$ cat config.mk
export PLATFORM = sky130hd
export DESIGN_NAME = ifid_fetch_queue
export DESIGN_NICKNAME = d
export VERILOG_FILES = /design/src/rtl/ifid_fetch_queue.sv
export SDC_FILE = /design/constraint.sdc
export NUM_CORES = 1
export LEC_CHECK = 0
export CORE_MARGIN = 8
export CORE_UTILIZATION = 54
export DETAILED_ROUTE_END_ITERATION = 16
export GPL_TIMING_DRIVEN = 0
export PLACE_DENSITY = 0.88
export SLEW_MARGIN = 20
export SYNTH_ARGS = -nofsm -noshare
export SYNTH_HDL_FRONTEND = slang
export SYNTH_SLANG_ARGS = --single-unit
$ cat constraint.sdc
create_clock -name clk -period 5 [get_ports clk]
set_clock_uncertainty 0.05 [all_clocks]
set_input_delay 1.25 -clock clk [delete_from_list [all_inputs] [get_ports clk]]
set_output_delay 1.25 -clock clk [all_outputs]
set_load 0.1 [all_outputs]
$ cat src/rtl/ifid_fetch_queue.sv
// IF/ID fetch queue: a DEPTH-entry FIFO of {instr, next_pc} between fetch and decode.
// Supports flush on a taken branch, writes gated by a cache hit, and a saturating miss counter.
module ifid_fetch_queue #(
   parameter int DATA_W = 32,
   parameter int PC_W   = 32,
   parameter int DEPTH  = 4,
   parameter int CNT_W  = 16
) (
   input  logic                     clk,
   input  logic                     reset,
   input  logic                     in_valid,
   input  logic                     in_hit,
   input  logic [DATA_W-1:0]        in_instr,
   input  logic [PC_W-1:0]          in_next_pc,
   output logic                     in_ready,
   input  logic                     flush,
   input  logic                     out_ready,
   output logic                     out_valid,
   output logic [DATA_W-1:0]        out_instr,
   output logic [PC_W-1:0]          out_next_pc,
   output logic [$clog2(DEPTH):0]   count,
   output logic [CNT_W-1:0]         miss_cnt
);

   localparam int AW = $clog2(DEPTH);
   localparam logic [AW:0] FULL_CNT = (AW+1)'(DEPTH);

   logic [AW-1:0]     r_rd_ptr;
   logic [AW-1:0]     r_wr_ptr;
   logic [AW:0]       r_count;
   logic [CNT_W-1:0]  r_miss_cnt;
   logic [DATA_W-1:0] r_instr_mem [DEPTH];
   logic [PC_W-1:0]   r_pc_mem    [DEPTH];

   logic w_in_ready;
   logic w_out_valid;
   logic w_push;
   logic w_pop;
   logic w_miss;

   // Handshake signals derive only from registered occupancy, never from out_ready.
   assign w_in_ready  = (r_count != FULL_CNT);
   assign w_out_valid = (r_count != '0);
   assign w_push      = in_valid & in_hit & w_in_ready & ~flush & ~reset;
   assign w_pop       = w_out_valid & out_ready & ~flush;
   assign w_miss      = in_valid & ~in_hit;

   always_ff @(posedge clk) begin
      if (reset) begin
         r_rd_ptr <= '0;
         r_wr_ptr <= '0;
         r_count  <= '0;
      end else if (flush) begin
         r_rd_ptr <= '0;
         r_wr_ptr <= '0;
         r_count  <= '0;
      end else begin
         if (w_push) r_wr_ptr <= r_wr_ptr + AW'(1);
         if (w_pop)  r_rd_ptr <= r_rd_ptr + AW'(1);
         case ({w_push, w_pop})
            2'b10:   r_count <= r_count + (AW+1)'(1);
            2'b01:   r_count <= r_count - (AW+1)'(1);
            default: r_count <= r_count;
         endcase
      end
   end

   // Storage is never reset; the output gating below keeps stale contents invisible.
   always_ff @(posedge clk) begin
      if (w_push) begin
         r_instr_mem[r_wr_ptr] <= in_instr;
         r_pc_mem[r_wr_ptr]    <= in_next_pc;
      end
   end

   always_ff @(posedge clk) begin
      if (reset) begin
         r_miss_cnt <= '0;
      end else if (w_miss && !(&r_miss_cnt)) begin
         r_miss_cnt <= r_miss_cnt + CNT_W'(1);
      end
   end

   assign in_ready    = w_in_ready;
   assign out_valid   = w_out_valid;
   assign out_instr   = w_out_valid ? r_instr_mem[r_rd_ptr] : '0;
   assign out_next_pc = w_out_valid ? r_pc_mem[r_rd_ptr]    : '0;
   assign count       = r_count;
   assign miss_cnt    = r_miss_cnt;

endmodule

==> results.toml <==
[global_routing]
antenna_found_initial = 0
grt_pass1_vias = 6320
overflow = 0
grt_pass1_wl_um = 34850
grt_use_total_pct = 18.22
grt_max_degree = 39

[logic_synthesis]
ys_seq_elements = 281
syn_inst = 562
yosys.area.top_type = "edfxtp_1"
synth_area_leaders = "edfxtp_1, mux4_2, dfxtp_1"
yosysWarnings = 0
yosysSeqAreaShare_pct = 74.87
synthDistinctLibCells = 39
synth.top_cell.area_share_pct = 70.30
synth-main-ff-cell = "edfxtp_1"
postSynthAreaPerCell_sq_um = 19.46
syn_nets = 639
netlist_area_sq_um = 10940
synth_edf_count = 256
synthArstFlopShare_pct = 0

[place]
port_buffers = 153
dp_hpwl_um = 15080
place_area_sq_um = 12890
gp_congestion = 0.9115

[layout]
n_fill_cell = 1241
utilization_pct = 69.34
layout.nets = 826
n_antenna_cell = 0
layout-drive-gt1-share_pct = 16.02
design_area_sq_um = 13900
syn_to_final_growth_pct = 27.07

[floorplanning]
initial_core_util_pct = 54.57
core_sq_um = 20040
dieArea_sq_um = 25060
die_h_um = 158.3
die-width_um = 158.3
io_pins = 155
num_rows = 52

[critical_path]
cp.arrival_ns = 3.49
cp-start-kind = "register"
end_kind = "output pin"
path_max_fanout = 10
critPathMaxStageDelay_ns = 0.96
critPathSlowestCell = "clkdlybuf4s50_1"
r2r-end = "count[2]"
path_cells = "clkbuf_1 > buf_2 > mux4_2 > and2_1 > clkdlybuf4s50_1"
rr_startpoint = "count[2]"
r2r.worst_path.cells = 10
cp_data_required_time_ns = 3.70
worstSetupPathType = "register to output pin"
rrSetupSlack_ns = 2.24

[drt]
drc = 0
dr_wl_met2_um = 12090
wl_met1_um = 9075
wl_met3_um = 1781
ant_nets = 0
drt_iter0_drc = 475
routed-via-count = 5895
routedWlPerCell_um = 22.53
dr.pass1.iters = 4
top_layer = "met4"
viasPerCell = 5.679
wirelength_um = 23390

[timing]
setup_viol = 0
relSlewSlack_pct = 29.78
setup_tns_ns = 0
max_freq_ghz = 0.2086
worst-slew-pin-transition_ns = 1.052
finalCritPeriodShare_pct = 95.86
fin_crit_ns = 4.793
slew_viol_final = 0
hold_viol_final = 0
hold_ws_ns = 0.4603

[worst_hold_path]
hold_class = "register to register"
hp-start = "r_wr_ptr[1]"
hold_end = "r_wr_ptr[1]"
hold_depth = 2

[clock_tree]
clock-root-buffer = "clkbuf_16"
clock-sinks = 281
h-tree-depth = 1
cts_hold_buf = 0
clock_latency_ns = 0.53
clk_pin_slew_ns = 0.06
clk_path_buf_depth = 3
numCtsBuffers = 28
cts_tree = "done"

[power_and_ir_drop]
power_leakage_nw = 5.409
power_density_nw_per_um2 = 336.1
p_total_mw = 4.671
ir_drop_mv = 0.2872

[status]
status = "finished, final reports clean"

[run]
drv_cap = 0
[logic make-up (layout without fill, tap and decap cells)]
| group | count (synthesis) | count (layout) | synth area share [%] |
|---|---|---|---|
| flip-flops | 281 | 281 | 74.87 |
| buffers and inverters | 36 | 242 | 1.316 |
| multiplexers | 64 | 64 | 13.18 |
| adder cells (fa/ha/maj) | 7 | 7 | 0.8696 |
| AO/OA/AOI/OAI | 31 | 31 | 1.682 |
| AND/OR/NAND/NOR | 137 | 137 | 7.597 |
| XOR/XNOR | 6 | 6 | 0.4805 |
[repair_timing]
item	in CTS	in global routing
setup endpoints to repair	0	59
resized for setup	0	59
setup buffers	0	0
[how the worst max path moves through the flow]
stage	startpoint	endpoint	slack, ns	cells after the start
finish	register	out_instr[25]	0.21	5
CTS	register	out_next_pc[17]	0.01	5
global route	register	out_instr[25]	-0.01	5
floorplan	count[0]	out_next_pc[22]	0.61	3
detailed placement	register	out_next_pc[25]	0.60	5
global placement	flush	r_pc_mem[0][7]	-0.34	5
[metrics by stage]
stage / instances / setup WS, ns
2_1_floorplan: 562 / 0.6149
3_3_place_gp: 985 / -0.3364
3_5_place_dp: 989 / 0.6000
4_1_cts: 1038 / 0.01472
5_1_grt: 1038 / -0.01267
6_report: 1038 / 0.2069
[cell type report]
| class | count | area [sq um] | share of cell area, % |
|---|---|---|---|
| Sequential cell | 281 | 8188 | 58.92 |
| Multi-Input combinational cell | 245 | 2614 | 18.81 |
| Timing Repair Buffer | 157 | 1759 | 12.66 |
| Clock buffer | 36 | 783.3 | 5.637 |
| Tap cell | 270 | 337.8 | 2.431 |
| Buffer | 27 | 110.1 | 0.7924 |
| Clock inverter | 13 | 70.07 | 0.5042 |
| Inverter | 9 | 33.78 | 0.2431 |
[routing by layer]
layer  track usage (%)  vias to the layer above
met5                 0                        -
met4             4.894                        0
met3             3.637                       45
met2             32.38                      262
met1             22.38                     2962
li1                  -                     2626
[sequential cells by signal (all words and copies together), names as in the netlist, named ones only]
name / cells
count: 3
r_instr_mem: 128
r_rd_ptr: 2
r_wr_ptr: 2
miss_cnt: 16
r_pc_mem: 128
[where the power goes]
group	switching, mW	internal [mW]	leakage [nW]
Combinational	0.0974	0.0727	2.47
Sequential	0.00471	2.57	2.51
Clock	0.822	1.10	0.428
[cells in the mapped netlist (2+ instances only)]
master     instances
edfxtp_1         256
xor2_1             2
or3_1              7
nand2_1            9
o21ai_0            6
a2111oi_0          2
xnor2_1            4
nand4_1            5
buf_2              6
or4_1              3
and2_1            68
mux4_2            64
nor2_1            13
nor4_1             4
clkbuf_1          20
nand3_1            5
ha_1               6
and4_1             3
dfxtp_1           25
nor3_1             7
inv_1              9
and3_1             2
o31ai_1            3
and4b_1            3
a21oi_1           15
nor2b_1            2
[critical path: cells and delay by family, from the launching register on]
kind	cells	cell delay [ns]
simple gates	1	0.16
mux	1	0.54
flops	1	0.31
buf+inv	3	1.95
[layout by cell type, fill, tap and decap left out, drive strengths merged, types with 11 or more instances in the layout]
master and n:
nor2 13, dlymetal6s2s 59, a21oi 15, and2 68, clkinv 11, edfxtp 256
clkdlybuf4s50 94, mux4 64, clkbuf 57, inv 11, dfxtp 25
(Power assumes the default switching activity.)
